[src/rtl/i2c_reg_pkg.sv]
// Shared types and constants for the I2C register access front end.
package i2c_reg_pkg;

   typedef enum logic [2:0] {
      IDLE,
      CMD_WR,
      DATA,
      CMD_RD,
      RD_DATA,
      WAIT_IDLE,
      RESP
   } state_t;

   localparam int CNT_W = 2;
   localparam logic [7:0] IDLE_RDATA = 8'h00;

endpackage

[src/rtl/i2c_reg_access.sv]
// Register read/write sequencer feeding i2c_master command/data streams.
// Optional watchdog enabled by defining I2C_REG_TIMEOUT_EN.
module i2c_reg_access
   import i2c_reg_pkg::*;
#(
   parameter int REG_ADDR_BYTES = 1,
   parameter int TIMEOUT_CYCLES = 65535
) (
   input  logic                        clk,
   input  logic                        rst,
   input  logic                        req_valid,
   output logic                        req_ready,
   input  logic                        req_read,
   input  logic [6:0]                  req_dev_addr,
   input  logic [8*REG_ADDR_BYTES-1:0] req_reg_addr,
   input  logic [7:0]                  req_wdata,
   output logic                        rsp_valid,
   output logic [7:0]                  rsp_rdata,
   output logic                        rsp_err,
   output logic [6:0]                  m_axis_cmd_address,
   output logic                        m_axis_cmd_start,
   output logic                        m_axis_cmd_read,
   output logic                        m_axis_cmd_write,
   output logic                        m_axis_cmd_write_multiple,
   output logic                        m_axis_cmd_stop,
   output logic                        m_axis_cmd_valid,
   input  logic                        m_axis_cmd_ready,
   output logic [7:0]                  m_axis_data_tdata,
   output logic                        m_axis_data_tvalid,
   input  logic                        m_axis_data_tready,
   output logic                        m_axis_data_tlast,
   input  logic [7:0]                  s_axis_data_tdata,
   input  logic                        s_axis_data_tvalid,
   output logic                        s_axis_data_tready,
   input  logic                        s_axis_data_tlast,
   input  logic                        i2c_busy,
   input  logic                        i2c_missed_ack
);

   localparam int SH_W = 8 * (REG_ADDR_BYTES + 1);

   state_t                      state;
   logic                        rd_q;
   logic [8*REG_ADDR_BYTES-1:0] ra_q;
   logic [7:0]                  wd_q;
   logic                        err;
   logic                        busy_seen;
   logic [CNT_W-1:0]            bcnt;
   logic [CNT_W-1:0]            nxt;
   logic [CNT_W-1:0]            last;
   logic                        unused;

   assign nxt = bcnt + CNT_W'(1);
   assign last = rd_q ? CNT_W'(REG_ADDR_BYTES - 1)
                      : CNT_W'(REG_ADDR_BYTES);
   assign unused = ^{s_axis_data_tlast, 32'(TIMEOUT_CYCLES)};

   // Byte i of the stream {reg addr MSB first, wdata}.
   function automatic logic [7:0] pick(input logic [CNT_W-1:0] i);
      logic [SH_W-1:0] sh;
      sh = {ra_q, wd_q} << {i, 3'b000};
      return sh[SH_W-1 -: 8];
   endfunction

`ifdef I2C_REG_TIMEOUT_EN
   logic [31:0] wd;
`endif

   always_ff @(posedge clk) begin
      if (rst) begin
         state                     <= IDLE;
         req_ready                 <= 1'b0;
         rd_q                      <= 1'b0;
         ra_q                      <= '0;
         wd_q                      <= '0;
         err                       <= 1'b0;
         busy_seen                 <= 1'b0;
         bcnt                      <= '0;
         rsp_valid                 <= 1'b0;
         rsp_rdata                 <= IDLE_RDATA;
         rsp_err                   <= 1'b0;
         m_axis_cmd_address        <= '0;
         m_axis_cmd_start          <= 1'b0;
         m_axis_cmd_read           <= 1'b0;
         m_axis_cmd_write          <= 1'b0;
         m_axis_cmd_write_multiple <= 1'b0;
         m_axis_cmd_stop           <= 1'b0;
         m_axis_cmd_valid          <= 1'b0;
         m_axis_data_tdata         <= '0;
         m_axis_data_tvalid        <= 1'b0;
         m_axis_data_tlast         <= 1'b0;
         s_axis_data_tready        <= 1'b0;
`ifdef I2C_REG_TIMEOUT_EN
         wd                        <= '0;
`endif
      end else begin
         if (state != IDLE && i2c_missed_ack)
            err <= 1'b1;
         // Busy before the first command handshake may be stale.
         if (state != IDLE && state != CMD_WR && i2c_busy)
            busy_seen <= 1'b1;

         unique case (state)
            IDLE: begin
               req_ready <= 1'b1;
               if (req_valid && req_ready) begin
                  req_ready                 <= 1'b0;
                  rd_q                      <= req_read;
                  ra_q                      <= req_reg_addr;
                  wd_q                      <= req_wdata;
                  err                       <= 1'b0;
                  busy_seen                 <= 1'b0;
                  bcnt                      <= '0;
                  rsp_rdata                 <= IDLE_RDATA;
                  m_axis_cmd_address        <= req_dev_addr;
                  m_axis_cmd_write_multiple <= 1'b1;
                  m_axis_cmd_stop           <= !req_read;
                  m_axis_cmd_valid          <= 1'b1;
                  state                     <= CMD_WR;
               end
            end
            CMD_WR: begin
               if (m_axis_cmd_ready) begin
                  m_axis_cmd_valid          <= 1'b0;
                  m_axis_cmd_write_multiple <= 1'b0;
                  m_axis_cmd_stop           <= 1'b0;
                  m_axis_data_tdata         <= pick('0);
                  m_axis_data_tlast         <= (last == '0);
                  m_axis_data_tvalid        <= 1'b1;
                  bcnt                      <= '0;
                  state                     <= DATA;
               end
            end
            DATA: begin
               if (m_axis_data_tready) begin
                  if (bcnt == last) begin
                     m_axis_data_tvalid <= 1'b0;
                     m_axis_data_tlast  <= 1'b0;
                     if (rd_q) begin
                        m_axis_cmd_start <= 1'b1;
                        m_axis_cmd_read  <= 1'b1;
                        m_axis_cmd_stop  <= 1'b1;
                        m_axis_cmd_valid <= 1'b1;
                        state            <= CMD_RD;
                     end else begin
                        state <= WAIT_IDLE;
                     end
                  end else begin
                     bcnt              <= nxt;
                     m_axis_data_tdata <= pick(nxt);
                     m_axis_data_tlast <= (nxt == last);
                  end
               end
            end
            CMD_RD: begin
               if (m_axis_cmd_ready) begin
                  m_axis_cmd_valid   <= 1'b0;
                  m_axis_cmd_start   <= 1'b0;
                  m_axis_cmd_read    <= 1'b0;
                  m_axis_cmd_stop    <= 1'b0;
                  s_axis_data_tready <= 1'b1;
                  state              <= RD_DATA;
               end
            end
            RD_DATA: begin
               if (s_axis_data_tvalid) begin
                  rsp_rdata          <= s_axis_data_tdata;
                  s_axis_data_tready <= 1'b0;
                  state              <= WAIT_IDLE;
               end
            end
            WAIT_IDLE: begin
               if (busy_seen && !i2c_busy) begin
                  rsp_valid <= 1'b1;
                  rsp_err   <= err | i2c_missed_ack;
                  state     <= RESP;
               end
            end
            RESP: begin
               rsp_valid <= 1'b0;
               rsp_err   <= 1'b0;
               req_ready <= 1'b1;
               state     <= IDLE;
            end
            default: state <= IDLE;
         endcase

`ifdef I2C_REG_TIMEOUT_EN
         // Watchdog overrides whatever the sequencer chose this cycle.
         if (state == IDLE) begin
            wd <= '0;
         end else if (state != RESP) begin
            if (wd == 32'(TIMEOUT_CYCLES)) begin
               m_axis_cmd_valid          <= 1'b0;
               m_axis_cmd_start          <= 1'b0;
               m_axis_cmd_read           <= 1'b0;
               m_axis_cmd_write          <= 1'b0;
               m_axis_cmd_write_multiple <= 1'b0;
               m_axis_cmd_stop           <= 1'b0;
               m_axis_data_tvalid        <= 1'b0;
               m_axis_data_tlast         <= 1'b0;
               s_axis_data_tready        <= 1'b0;
               err                       <= 1'b1;
               rsp_valid                 <= 1'b1;
               rsp_err                   <= 1'b1;
               rsp_rdata                 <= IDLE_RDATA;
               state                     <= RESP;
            end else begin
               wd <= wd + 32'd1;
            end
         end
`endif
      end
   end

endmodule

[config.mk]
export PLATFORM = sky130hd
export DESIGN_NAME = i2c_reg_access
export DESIGN_NICKNAME = d
export VERILOG_FILES = /design/src/rtl/i2c_reg_pkg.sv /design/src/rtl/i2c_reg_access.sv
export SDC_FILE = /design/constraint.sdc
export NUM_CORES = 1
export LEC_CHECK = 0
export CAP_MARGIN = 10
export CORE_ASPECT_RATIO = 0.6
export CORE_MARGIN = 2
export CORE_UTILIZATION = 47
export CTS_CLUSTER_DIAMETER = 40
export CTS_CLUSTER_SIZE = 24
export DETAILED_ROUTE_END_ITERATION = 8
export GPL_TIMING_DRIVEN = 0
export PLACE_DENSITY = 0.79
export REMOVE_ABC_BUFFERS = 1
export SYNTH_ARGS = -nofsm -noshare
export SYNTH_HDL_FRONTEND = slang
export SYNTH_SLANG_ARGS = --single-unit
[constraint.sdc]
create_clock -name clk -period 1.6 [get_ports clk]
set_input_delay 0.24 -clock clk [delete_from_list [all_inputs] [get_ports clk]]
set_output_delay 0.24 -clock clk [all_outputs]
set_load 0.01 [all_outputs]
==> metrics.md <==
| Metric | Value |
|---|---|
| Final ANT Viol Nets | `0` |
| Placer congestion estimate | `0.8435` |
| Reg clk slew, reported paths | `0.07 ns` |
| Drt initial violations | `202` |
| Total grt overflow | `0` |
| DRT Pass-1 Iters | `6` |
| EDFF count, synth | `0` |
| Vias | `2727` |
| CTS Sinks | `57` |
| Hold depth | `2` |
| CTS tree | `built` |
| Type of origin of the critical path | `flop` |
| N_diodes | `0` |
| Slowest stage delay, CP | `0.38 ns` |
| Share of cells above drive strength 1 | `0.1951` |
| Post-Synth Adder-Cell Area | `0` |
| Post-synth top flop | `dfxtp_1` |
| Die Ht | `62.23 um` |
| Seq cells post-synth | `57` |
| Largest family of logic cells by synthesized area | `compound AO/OA/AOI/OAI gates` |
| Crit path kind | `flop to flop` |
| Synth top area cells | `dfxtp_1, nand2_1, a21oi_1` |
| Placed cell count | `438` |
| Wire length of the first global-routing pass | `12360 um` |
| Area after DPL | `3346 um2` |
| Synth area leader | `dfxtp_1` |
| Mux cell area share after synthesis | `0` |
| CTS Buf Count | `9` |
| Hpwl dp | `4798 um` |
| Failing checks | `negative setup slack` |
| Die ar. | `6289 um2` |
| Number of buffers on the longest clock path | `2` |
| Sequential-to-total area share from yosys stat | `0.4296` |
| Most frequent cells in the layout | `clkdlybuf4s50_1, nand2_1, dfxtp_1` |
| All-Layer GR Usage | `0.2514` |
| Worst setup EP type | `flop` |
| Crit Path Max Fanout | `8` |
| Design area | `3995 um2` |
| Synth Instances | `321` |
| R2R depth | `5` |
| Pin count of the biggest net entering global routing | `34` |
| RR Endpoint | `m_axis_data_tdata[6]$_SDFFE_PP0P_` |
| Final core occ | `0.7240` |
| Fill cells | `409` |
| Worst hold path type | `primary input to flop` |
| Clock Skew | `0.009219 ns` |
| Synth Area in Compound Gates | `0.2562` |
| WP data required | `1.83 ns` |
| Vias per cell | `5.693` |
| Hold Vio Cnt, Final | `0` |
| Hold Startpoint | `rst` |
| Commonest non-fill, non-tap cell in the layout | `clkdlybuf4s50_1` |
| Num rows | `21` |
| Post-synth ARST share | `0` |
| Min-Delay Endpoint | `rsp_rdata[2]$_SDFFE_PP0P_` |
| DRC errors left | `0` |
| Syn. warnings | `0` |
| P&R area growth vs syn | `50.40%` |
| Nets | `446` |
| Status | `finished, violations left` |
| PD cells | `1427 nW/um2` |
| Post-CTS Hold Buffers | `0` |
| X dimension of the die | `101.1 um` |
| Vias in the first global route | `2510` |
| Synthesized area | `2656 um2` |
| Fin crit share | `1.002` |
| Initial antenna violation count | `0` |
| Period minus WS final | `1.603 ns` |
| Synth Area in XOR/XNOR | `0.006123` |
| Synth cell types | `55` |
| Top achievable clock speed | `623.7 MHz` |
| Worst Setup Slack post-DPL | `-1.232 ns` |
| H-tree Lvls | `3` |
| Hold_ws | `0.3628 ns` |
| Worst setup margin | `-0.003337 ns` |
| Leak | `1.429 nW` |
| Yosys top cell area share | `0.4296` |
| CP Cell Sequence | `xnor2_4 > o21bai_4 > buf_4 > a21o_4 > a211oi_1` |
| Final Non-Filler Cells | `479` |
| Mean Syn Cell Area | `8.275 um2` |
| # IOs | `76` |
| Area of the core | `5518 um2` |
| Setup Viol. Count Final | `1` |
| CTS root buf | `clkbuf_8` |
| FF-to-FF setup slack | `-0.003 ns` |
| Critical path's slowest cell | `dfxtp_2` |
| Max Transition Viols Final | `0` |
| Synthesized-area fraction occupied by and/or/nand/nor cells | `0.2275` |
| Routed len/inst | `17.43 um` |
| Initial Util | `0.4814` |
| RSZ-0062 raised after global routing | `true` |
| Tot Pwr | `5.703 mW` |
| Max Cap Viol | `0` |
| Skew-Pair Late Insertion Delay | `0.34 ns` |
| Worst reg2reg path startpoint | `bcnt[0]$_SDFFE_PP0P_` |
| Setup TNS | `-0.003337 ns` |
| Crit path arrival time | `1.84 ns` |
| Total wire length | `8351 um` |
| Number of port buffers | `73` |
| Max IR drop VDD | `0.7681 mV` |
[layer usage]
layer / track usage / part of all wire / up-vias
li1: - / - / 1307
met1: 0.3345 / 0.44 / 1270
met2: 0.3626 / 0.44 / 133
met3: 0.1025 / 0.11 / 17
met4: 0.09797 / 0.018 / 0
met5: 0 / 0 / -
[worst max-delay path: cells and delay by family (launching register included)]
family	cells	cell delay [ns]
AOI/OAI and AO/OA	3	0.67
DFF	1	0.38
xor gates and xnor gates	1	0.28
buffers and inverters	1	0.17
[report_power, final]
part           leakage [nW]  internal [mW]  switching (mW)
registers             0.467           1.70           0.254
logic                 0.865           1.23            1.18
clock network        0.0974          0.759           0.581
[repair_timing]
action,4_1_cts,5_1_grt
gates cloned,1,1
setup endpoints to repair,57,40
setup buffers,6,17
pin swaps,0,8
resized for setup,23,34
[flip-flops by register name, indices dropped and copies added (netlist names), 2 cells and up]
| name | flops |
|---|---|
| wd_q | 8 |
| m_axis_data_tdata | 8 |
| state | 3 |
| bcnt | 2 |
| rsp_rdata | 8 |
| ra_q | 8 |
| m_axis_cmd_address | 7 |
[Yosys cell counts, drive strengths merged (2+ instances only)]
cell type	instances
clkbuf	8
a21o	2
nor3	2
a221oi	2
nand3b	3
nor2	17
nor2b	3
a21oi	43
o21a	2
nor3b	3
a2111oi	8
nand2b	4
a21boi	8
buf	19
o21ai	5
a211oi	9
or4	2
a31oi	4
nand2	64
nand3	10
dfxtp	57
inv	14
and3	8
[worst max path at each step]
stage / from / endpoint / slack [ns] / depth (start not counted)
6_report: bcnt[0]$_SDFFE_PP0P_ / m_axis_data_tdata[6]$_SDFFE_PP0P_ / -0.003 / 5
5_1_grt: state[2]$_SDFFE_PP0P_ / bcnt[0]$_SDFFE_PP0P_ / -0.07 / 6
4_1_cts: state[0]$_SDFFE_PP0P_ / m_axis_data_tdata[5]$_SDFFE_PP0P_ / -0.06 / 4
3_5_place_dp: state[1]$_SDFFE_PP0P_ / m_axis_data_tdata[0]$_SDFFE_PP0P_ / -1.23 / 4
3_3_place_gp: rst / bcnt[1]$_SDFFE_PP0P_ / -1.26 / 3
2_1_floorplan: state[1]$_SDFFE_PP0P_ / m_axis_data_tdata[0]$_SDFFE_PP0P_ / -0.46 / 4
[final cells by class]
type | instances | area, um2 | share of cell area
timing repair buffer | 98 | 967.2 | 0.2421
clock inverter | 3 | 40.04 | 0.01002
sequential | 57 | 1157 | 0.2897
multi-input combinational | 225 | 1543 | 0.3862
clock buffer | 13 | 148.9 | 0.03727
tap | 69 | 86.33 | 0.02161
inverter | 14 | 52.55 | 0.01315
[cell families (layout without fill, tap and decap cells)]
| logic type | Yosys count | after routing |
|---|---|---|
| flops | 57 | 57 |
| buf+inv | 41 | 128 |
| compound gates | 98 | 98 |
| simple gates | 123 | 125 |
| xor+xnor | 1 | 1 |
| other cells | 1 | 1 |
(Power assumes the default switching activity.)
